## src/rtl/idelay_tap_cal_pkg.sv

```systemverilog
// Shared types for the IDELAYE2 tap calibration initiator: FSM states, tap limits
// and the window record used by the sweep bookkeeping.
package idelay_tap_cal_pkg;

  localparam int              TAP_W   = 5;
  localparam logic [TAP_W-1:0] TAP_MAX = 5'd31;

  typedef enum logic [3:0] {
    WAIT_RDY, IDLE, LOAD, SETTLE, CHECK, EVAL, FINAL, APPLY, DONE
  } idelay_cal_state_t;

  // len is one bit wider than start so a full 32-tap window is representable
  typedef struct packed {
    logic [TAP_W-1:0] start;
    logic [TAP_W:0]   len;
  } win_t;

endpackage

```

## src/rtl/idelay_tap_cal_if.sv

```systemverilog
// Delay-line and receive-data bundle between the calibrator (master) and the
// IDELAYE2 wrapper / deserializer side (slave).
interface idelay_tap_cal_if #(
  parameter int DW = 8
);
  import idelay_tap_cal_pkg::*;

  logic             ld;
  logic [TAP_W-1:0] cntvaluein;
  logic             ce;
  logic             inc;
  logic             tap_mis;      // debug: readback disagrees with applied tap
  logic             rdy;
  logic [TAP_W-1:0] cntvalueout;
  logic             din_vld;
  logic [DW-1:0]    din;

  modport master (
    output ld, cntvaluein, ce, inc, tap_mis,
    input  rdy, cntvalueout, din_vld, din
  );

  modport slave (
    input  ld, cntvaluein, ce, inc, tap_mis,
    output rdy, cntvalueout, din_vld, din
  );

endinterface

```

## src/rtl/idelay_tap_cal_win_track.sv

```systemverilog
// Passing-window bookkeeping for the tap sweep: tracks the open run of passing
// taps, keeps the earliest widest one, and derives its centre tap.
module idelay_win_track
  import idelay_tap_cal_pkg::*;
#(
  parameter int MIN_WIN = 4
) (
  input  logic             clk,
  input  logic             rst,
  input  logic             clr,
  input  logic             upd,
  input  logic             close,
  input  logic             pass,
  input  logic [TAP_W-1:0] tap,
  output logic [TAP_W:0]   best_len,
  output logic [TAP_W-1:0] centre
);

  win_t cur, best;

  always_ff @(posedge clk) begin
    if (rst || clr) begin
      cur  <= '0;
      best <= '0;
    end else if (upd && pass) begin
      if (cur.len == '0) cur.start <= tap;
      cur.len <= cur.len + 1'b1;
    end else if (upd || close) begin
      // strictly greater: on a tie the earlier window stays
      if (cur.len > best.len) best <= cur;
      cur.len <= '0;
    end
  end

  assign best_len = best.len;

  // 5-bit sum equals the 6-bit sum truncated, and never exceeds 31 for a real window
  always_comb begin
    centre = best.start + TAP_W'((best.len - 1'b1) >> 1);
    if (best.len < (TAP_W+1)'(MIN_WIN)) centre = '0;
  end

endmodule

```

## src/rtl/idelay_tap_cal.sv

```systemverilog
// IDELAYE2 tap calibration: sweeps all taps against a training word, loads the
// centre of the widest passing window, then allows single-tap trim.
module idelay_tap_cal
  import idelay_tap_cal_pkg::*;
#(
  parameter int            DW            = 8,
  parameter logic [DW-1:0] TRAIN_PATTERN = 8'hA5,
  parameter int            SETTLE_CYC    = 16,
  parameter int            SAMPLES       = 64,
  parameter int            TIMEOUT       = 1024,
  parameter int            MIN_WIN       = 4
) (
  input  logic             clk,
  input  logic             rst,
  input  logic             start,
  input  logic             step_up,
  input  logic             step_dn,
  idelay_tap_cal_if.master dl,
  output logic             busy,
  output logic             cal_done,
  output logic             cal_fail,
  output logic [TAP_W-1:0] best_tap,
  output logic [TAP_W:0]   win_len,
  output logic [TAP_W-1:0] tap_cur
);

  localparam int CW = $clog2((SETTLE_CYC > TIMEOUT ? SETTLE_CYC : TIMEOUT) + 1);
  localparam int SW = $clog2(SAMPLES + 1);

  idelay_cal_state_t state;
  logic [TAP_W-1:0]  tap;
  logic [CW-1:0]     cnt;
  logic [SW-1:0]     nsamp;
  logic              fail_q;
  logic              abort, go;
  logic [TAP_W:0]    best_len;
  logic [TAP_W-1:0]  centre;

  assign abort = (state != WAIT_RDY) && !dl.rdy;
  assign go    = start && (state == IDLE || state == DONE);

  idelay_win_track #(.MIN_WIN(MIN_WIN)) u_win (
    .clk     (clk),
    .rst     (rst),
    .clr     (abort || go),
    .upd     (state == EVAL),
    .close   (state == FINAL),
    .pass    (!fail_q),
    .tap     (tap),
    .best_len(best_len),
    .centre  (centre)
  );

  always_ff @(posedge clk) begin
    if (rst) begin
      state         <= WAIT_RDY;
      tap           <= '0;
      cnt           <= '0;
      nsamp         <= '0;
      fail_q        <= 1'b0;
      dl.ld         <= 1'b0;
      dl.cntvaluein <= '0;
      dl.ce         <= 1'b0;
      dl.inc        <= 1'b0;
      dl.tap_mis    <= 1'b0;
      busy          <= 1'b0;
      cal_done      <= 1'b0;
      cal_fail      <= 1'b0;
      best_tap      <= '0;
      win_len       <= '0;
      tap_cur       <= '0;
    end else begin
      dl.ld      <= 1'b0;
      dl.ce      <= 1'b0;
      dl.inc     <= 1'b0;
      dl.tap_mis <= (state == CHECK || state == DONE) && (dl.cntvalueout != tap_cur);
      if (abort) begin
        state    <= WAIT_RDY;
        busy     <= 1'b0;
        cal_done <= 1'b0;
        cal_fail <= 1'b0;
      end else if (go) begin
        state    <= LOAD;
        tap      <= '0;
        busy     <= 1'b1;
        cal_done <= 1'b0;
        cal_fail <= 1'b0;
      end else begin
        unique case (state)
          WAIT_RDY: state <= IDLE;
          IDLE:     ;
          LOAD: begin
            dl.ld         <= 1'b1;
            dl.cntvaluein <= tap;
            tap_cur       <= tap;
            cnt           <= '0;
            state         <= SETTLE;
          end
          SETTLE: begin
            if (cnt == CW'(SETTLE_CYC - 1)) begin
              cnt    <= '0;
              nsamp  <= '0;
              fail_q <= 1'b0;
              state  <= CHECK;
            end else begin
              cnt <= cnt + 1'b1;
            end
          end
          CHECK: begin
            cnt <= cnt + 1'b1;
            if (dl.din_vld) begin
              if (dl.din != TRAIN_PATTERN) fail_q <= 1'b1;
              nsamp <= nsamp + 1'b1;
            end
            // a full sample set wins over a timeout landing on the same cycle
            if (dl.din_vld && nsamp == SW'(SAMPLES - 1)) begin
              state <= EVAL;
            end else if (cnt == CW'(TIMEOUT - 1)) begin
              fail_q <= 1'b1;
              state  <= EVAL;
            end
          end
          EVAL: begin
            if (tap == TAP_MAX) begin
              state <= FINAL;
            end else begin
              tap   <= tap + 1'b1;
              state <= LOAD;
            end
          end
          FINAL: state <= APPLY;
          APPLY: begin
            dl.ld         <= 1'b1;
            dl.cntvaluein <= centre;
            best_tap      <= centre;
            win_len       <= best_len;
            tap_cur       <= centre;
            cal_fail      <= best_len < (TAP_W+1)'(MIN_WIN);
            cal_done      <= 1'b1;
            busy          <= 1'b0;
            state         <= DONE;
          end
          DONE: begin
            // ce high this cycle means a step was just taken; hold off one cycle
            if (!dl.ce && (step_up != step_dn)) begin
              if (step_up && tap_cur != TAP_MAX) begin
                dl.ce   <= 1'b1;
                dl.inc  <= 1'b1;
                tap_cur <= tap_cur + 1'b1;
              end else if (step_dn && tap_cur != '0) begin
                dl.ce   <= 1'b1;
                tap_cur <= tap_cur - 1'b1;
              end
            end
          end
          default: state <= WAIT_RDY;
        endcase
      end
    end
  end

endmodule

```

## src/flat_wrapper.sv

```systemverilog
// flat-port wrapper written by rule: the top's interface ports become plain ports
module idelay_tap_cal_flat import idelay_tap_cal_pkg::*;
#(
  parameter int            DW            = 8,
  parameter logic [DW-1:0] TRAIN_PATTERN = 8'hA5,
  parameter int            SETTLE_CYC    = 16,
  parameter int            SAMPLES       = 64,
  parameter int            TIMEOUT       = 1024,
  parameter int            MIN_WIN       = 4
)
  (clk, rst, start, step_up, step_dn, busy, cal_done, cal_fail, best_tap, win_len, tap_cur, dl_ld, dl_cntvaluein, dl_ce, dl_inc, dl_tap_mis, dl_rdy, dl_cntvalueout, dl_din_vld, dl_din);
  idelay_tap_cal_if #(.DW(DW)) dl_i ();
  input  logic clk;
  input  logic rst;
  input  logic start;
  input  logic step_up;
  input  logic step_dn;
  output logic busy;
  output logic cal_done;
  output logic cal_fail;
  output logic [TAP_W-1:0] best_tap;
  output logic [TAP_W:0] win_len;
  output logic [TAP_W-1:0] tap_cur;
  output wire logic [$bits(dl_i.ld)-1:0] dl_ld;
  output wire logic [$bits(dl_i.cntvaluein)-1:0] dl_cntvaluein;
  output wire logic [$bits(dl_i.ce)-1:0] dl_ce;
  output wire logic [$bits(dl_i.inc)-1:0] dl_inc;
  output wire logic [$bits(dl_i.tap_mis)-1:0] dl_tap_mis;
  input wire logic [$bits(dl_i.rdy)-1:0] dl_rdy;
  input wire logic [$bits(dl_i.cntvalueout)-1:0] dl_cntvalueout;
  input wire logic [$bits(dl_i.din_vld)-1:0] dl_din_vld;
  input wire logic [$bits(dl_i.din)-1:0] dl_din;
  assign dl_ld = dl_i.ld;
  assign dl_cntvaluein = dl_i.cntvaluein;
  assign dl_ce = dl_i.ce;
  assign dl_inc = dl_i.inc;
  assign dl_tap_mis = dl_i.tap_mis;
  assign dl_i.rdy = dl_rdy;
  assign dl_i.cntvalueout = dl_cntvalueout;
  assign dl_i.din_vld = dl_din_vld;
  assign dl_i.din = dl_din;
  idelay_tap_cal #(.DW(DW), .TRAIN_PATTERN(TRAIN_PATTERN), .SETTLE_CYC(SETTLE_CYC), .SAMPLES(SAMPLES), .TIMEOUT(TIMEOUT), .MIN_WIN(MIN_WIN)) u_core (.clk(clk), .rst(rst), .start(start), .step_up(step_up), .step_dn(step_dn), .dl(dl_i), .busy(busy), .cal_done(cal_done), .cal_fail(cal_fail), .best_tap(best_tap), .win_len(win_len), .tap_cur(tap_cur));
endmodule
```

## config.mk

```make
export PLATFORM = sky130hd
export DESIGN_NAME = idelay_tap_cal_flat
export DESIGN_NICKNAME = d
export VERILOG_FILES = /design/src/rtl/idelay_tap_cal_pkg.sv /design/src/rtl/idelay_tap_cal_if.sv /design/src/rtl/idelay_tap_cal_win_track.sv /design/src/rtl/idelay_tap_cal.sv /design/src/flat_wrapper.sv
export SDC_FILE = /design/constraint.sdc
export NUM_CORES = 1
export LEC_CHECK = 0
export ABC_AREA = 1
export CAP_MARGIN = 20
export CORE_ASPECT_RATIO = 1.75
export CORE_UTILIZATION = 57
export DETAILED_ROUTE_END_ITERATION = 8
export HOLD_SLACK_MARGIN = 0.06
export PLACE_DENSITY = 0.85
export SETUP_SLACK_MARGIN = 0.02
export SYNTH_ARGS = -nofsm -noshare
export SYNTH_HDL_FRONTEND = slang
export SYNTH_SLANG_ARGS = --single-unit
export TNS_END_PERCENT = 20
```

## constraint.sdc

```tcl
create_clock -name clk -period 2.52 [get_ports clk]
set_input_delay 0.63 -clock clk [delete_from_list [all_inputs] [get_ports clk]]
set_output_delay 0.63 -clock clk [all_outputs]
set_load 0.02 [all_outputs]
```

==> flow_summary_export.csv <==
group,metric,value,unit
clocking,post_cts_buffers,0,
synthesis,synth_top_area_frac,0.3563,
synthesis,ys_warn_count,0,
synthesis,seq_area_frac_synth,0.3563,
synthesis,syn_area,4383,um2
critical_path,cp_data_arrival_time,2580,ps
power_and_ir_drop,switching_share,0.3691,
timing,layout_min_cycle_time,2338,ps
clocking,post_cts_resized,0,
power_and_ir_drop,seqPwrFrac,0.355,
synthesis,netlist_top_cells_area,"dfxtp_1, nand2_1, nor2_1",
final_layout,final_nets,733,
route,via_per_inst,5.686,
min_path,hold_path.class,"register to register",
final_layout,areaGrowthSynthToFinish,20.07,%
route,drc,0,
power_and_ir_drop,leakage,2.095,nW
die,die_w,68.29,um
route,drt-wirelength-per-cell,14.63,um
grt,grt_pass1_wl,18.67,mm
critical_path,crit_start,"u_core.u_win.best_len[0]",
run_status,outcome,"complete, no violations",
placement,port_buffers,47,
clocking,cts_tree,"yes",
min_path,worstHoldStart,"u_core.best_tap[1]",
synthesis,async_flop_share,0,
placement,place_inst,768,
synthesis,yosysMostFrequentCell,"nand2_1",
grt,grt_max_degree,22,
final_layout,antenna_cells,0,
route,ant_nets,0,
final_layout,stdcell_count,784,
synthesis,netlist_instances,639,
grt,grt_overflow,0,
timing,setup-tns-final,0,ps
synthesis,yosysTopAreaCell,"dfxtp_1",
critical_path,required,2760,ps
timing,fin_skew,6.680,ps
power_and_ir_drop,power_density,776.1,nW/um2
timing,setup_viol,0,
timing,fmax,0.4277,GHz
clocking,clk_latency,350,ps
power_and_ir_drop,peakVddDrop,0.6491,mV
placement,gp_congestion,0.8769,
timing,tightest_slew,497.7,ps
grt,antenna_found_initial,0,
final_layout,design_area,5263,um2
final_layout,drive_above_1_share,0.07040,
placement,dp_hpwl,8.467,mm
critical_path,critPathLaunchType,"register",
timing,maxSlewHeadroom,0.6682,
die,die_y,118,um
route,drt-initial-drc-count,454,
grt,grt_usage,0.3070,
placement,placed_area,4964,um2
grt,grt_pass1_vias,4306,
timing,drv_slew,0,
die,rows,42,
job,cap_viol_max_count,0,
synthesis,ys_ff_latch,78,
die,initial_utilization,0.5833,
die,die_area,8058,um2
die,core,7515,um2
die,ios,48,
clocking,cts_buffer_depth,2,
synthesis,synth_edf_count,0,
critical_path,cp_max_fo,4,
timing,rsz0062_at_grt,"no",
power_and_ir_drop,intPower,2.577,mW
route,firstDrtPassIters,5,
clocking,cts_made_buffers,9,
synthesis,synthTopCellsByCount,"nand2_1, nor2_1, dfxtp_1, inv_1, a21oi_1",
clocking,hold_buffers,0,
synthesis,synth.avg_cell_area,6.859,um2
route,wirelength,11.47,mm
clocking,clock-root-buffer,"clkbuf_16",
clocking,cts.sinks,78,
critical_path,path_class,"register to register",
clocking,cts_max_level,3,
critical_path,crit_path_end_kind,"register",
synthesis,synth_cell_type_count,42,
power_and_ir_drop,combPwrFrac,0.326,
route,num_vias,4458,
synthesis,syn-num-nets,681,
timing,timing.final.crit_share,0.9278,
critical_path,r2r-start,"u_core.u_win.best_len[0]",
timing,final_hold_viol_count,0,
power_and_ir_drop,power.switching,1.508,mW
synthesis,synth-main-ff-cell,"dfxtp_1",
power_and_ir_drop,clockPowerShare,0.319,
clocking,path_clk_slew,60,ps
[per-layer routing]
metal,part of all wire,GRT usage,routed length (um),up-vias
met2,0.54,0.5398,6201,157
met3,0.047,0.07655,534,56
met5,0,0,0,-
li1,-,-,-,2194
met4,0.053,0.2109,613,0
met1,0.36,0.2906,4119,2051
[logic make-up (layout without fill, tap and decap cells)]
family / count (synthesis) / in the layout / synth area share
simple gates: 315 / 315 / 0.3123
compound gates: 119 / 119 / 0.1513
buf+inv: 87 / 144 / 0.07793
flops: 78 / 78 / 0.3563
fa+ha+maj: 22 / 22 / 0.06623
xor+xnor: 18 / 18 / 0.03597
[power by group through the flow]
stage / clock (mW) / sequential (mW) / combinational (mW)
6_report: 1.30 / 1.45 / 1.33
5_1_grt: 1.37 / 1.46 / 1.46
4_1_cts: 1.32 / 1.45 / 1.32
3_5_place_dp: 0 / 1.47 / 1.31
3_3_place_gp: 0 / 1.47 / 1.27
2_1_floorplan: 0 / 1.52 / 0.843
[sequential cells by signal (all words and copies together) (netlist names), 4 cells and up]
name and count:
u_core.win_len 6, u_core.dl.cntvaluein 5, u_core.nsamp 7, u_core.tap 5
u_core.state 4, u_core.cnt 11, u_core.u_win.best_len 6, u_core.u_win.cur 11
u_core.tap_cur 5, u_core.best_tap 5, u_core.u_win.best 5
[layout make-up]
cell class	count	area, um2
inverter	71	266.5
sequential	78	1562
timing repair buffer	57	545.5
multi-input combinational	474	2480
fill	598	2252
tap	88	110.1
clock buffer	10	229.0
clock inverter	6	70.07
[worst max-delay path, cell delays in order, from the launching register on]
cell and delay (ps):
dfxtp_1 380, inv_1 100, ha_1 280, inv_1 40, ha_1 190, fa_1 410
or2_2 310, nand3_1 100, nor2_1 70, a211oi_1 190, nand2_1 80, nand2_1 60
nor2_1 40
[cell usage in the layout (no fill, tap or decap), types with 3 or more instances in the layout]
master	n
dfxtp_1	78
clkbuf_16	9
clkdlybuf4s50_1	47
nand3_1	43
nor2_1	89
a31oi_1	3
o21ai_1	3
xor2_1	12
nor2_4	3
nand2_1	143
buf_4	10
inv_1	68
nand4_1	12
clkinvlp_4	3
nor3_1	6
ha_1	20
o21ai_0	38
inv_2	3
or2_2	4
a21oi_1	60
nor2_2	3
nand2_2	5
xnor2_1	6
[stage by stage]
stage	utilization	hold slack, ps	worst slack, ps	power [mW]
after floorplan	-	437.8	369.3	2.367
after global placement	0.6605	447.4	211.1	2.742
after detailed placement	0.6605	463.6	128.0	2.780
after CTS	0.7003	474.2	210.3	4.084
after global routing	0.7003	488.3	33.75	4.288
final	0.7003	471.7	181.8	4.084
[path summary, 6_finish.rpt]
kind | endpoint | slack [ps] | cells past startpoint
worst max-delay path | u_core.tap_cur[2] | 180 | 12
worst min-delay path | u_core.best_tap[1] | 470 | 2
worst max register to register | u_core.tap_cur[2] | 180 | 12
worst min register to register | u_core.best_tap[1] | 470 | 2
Power figures use the tool's default switching activity.
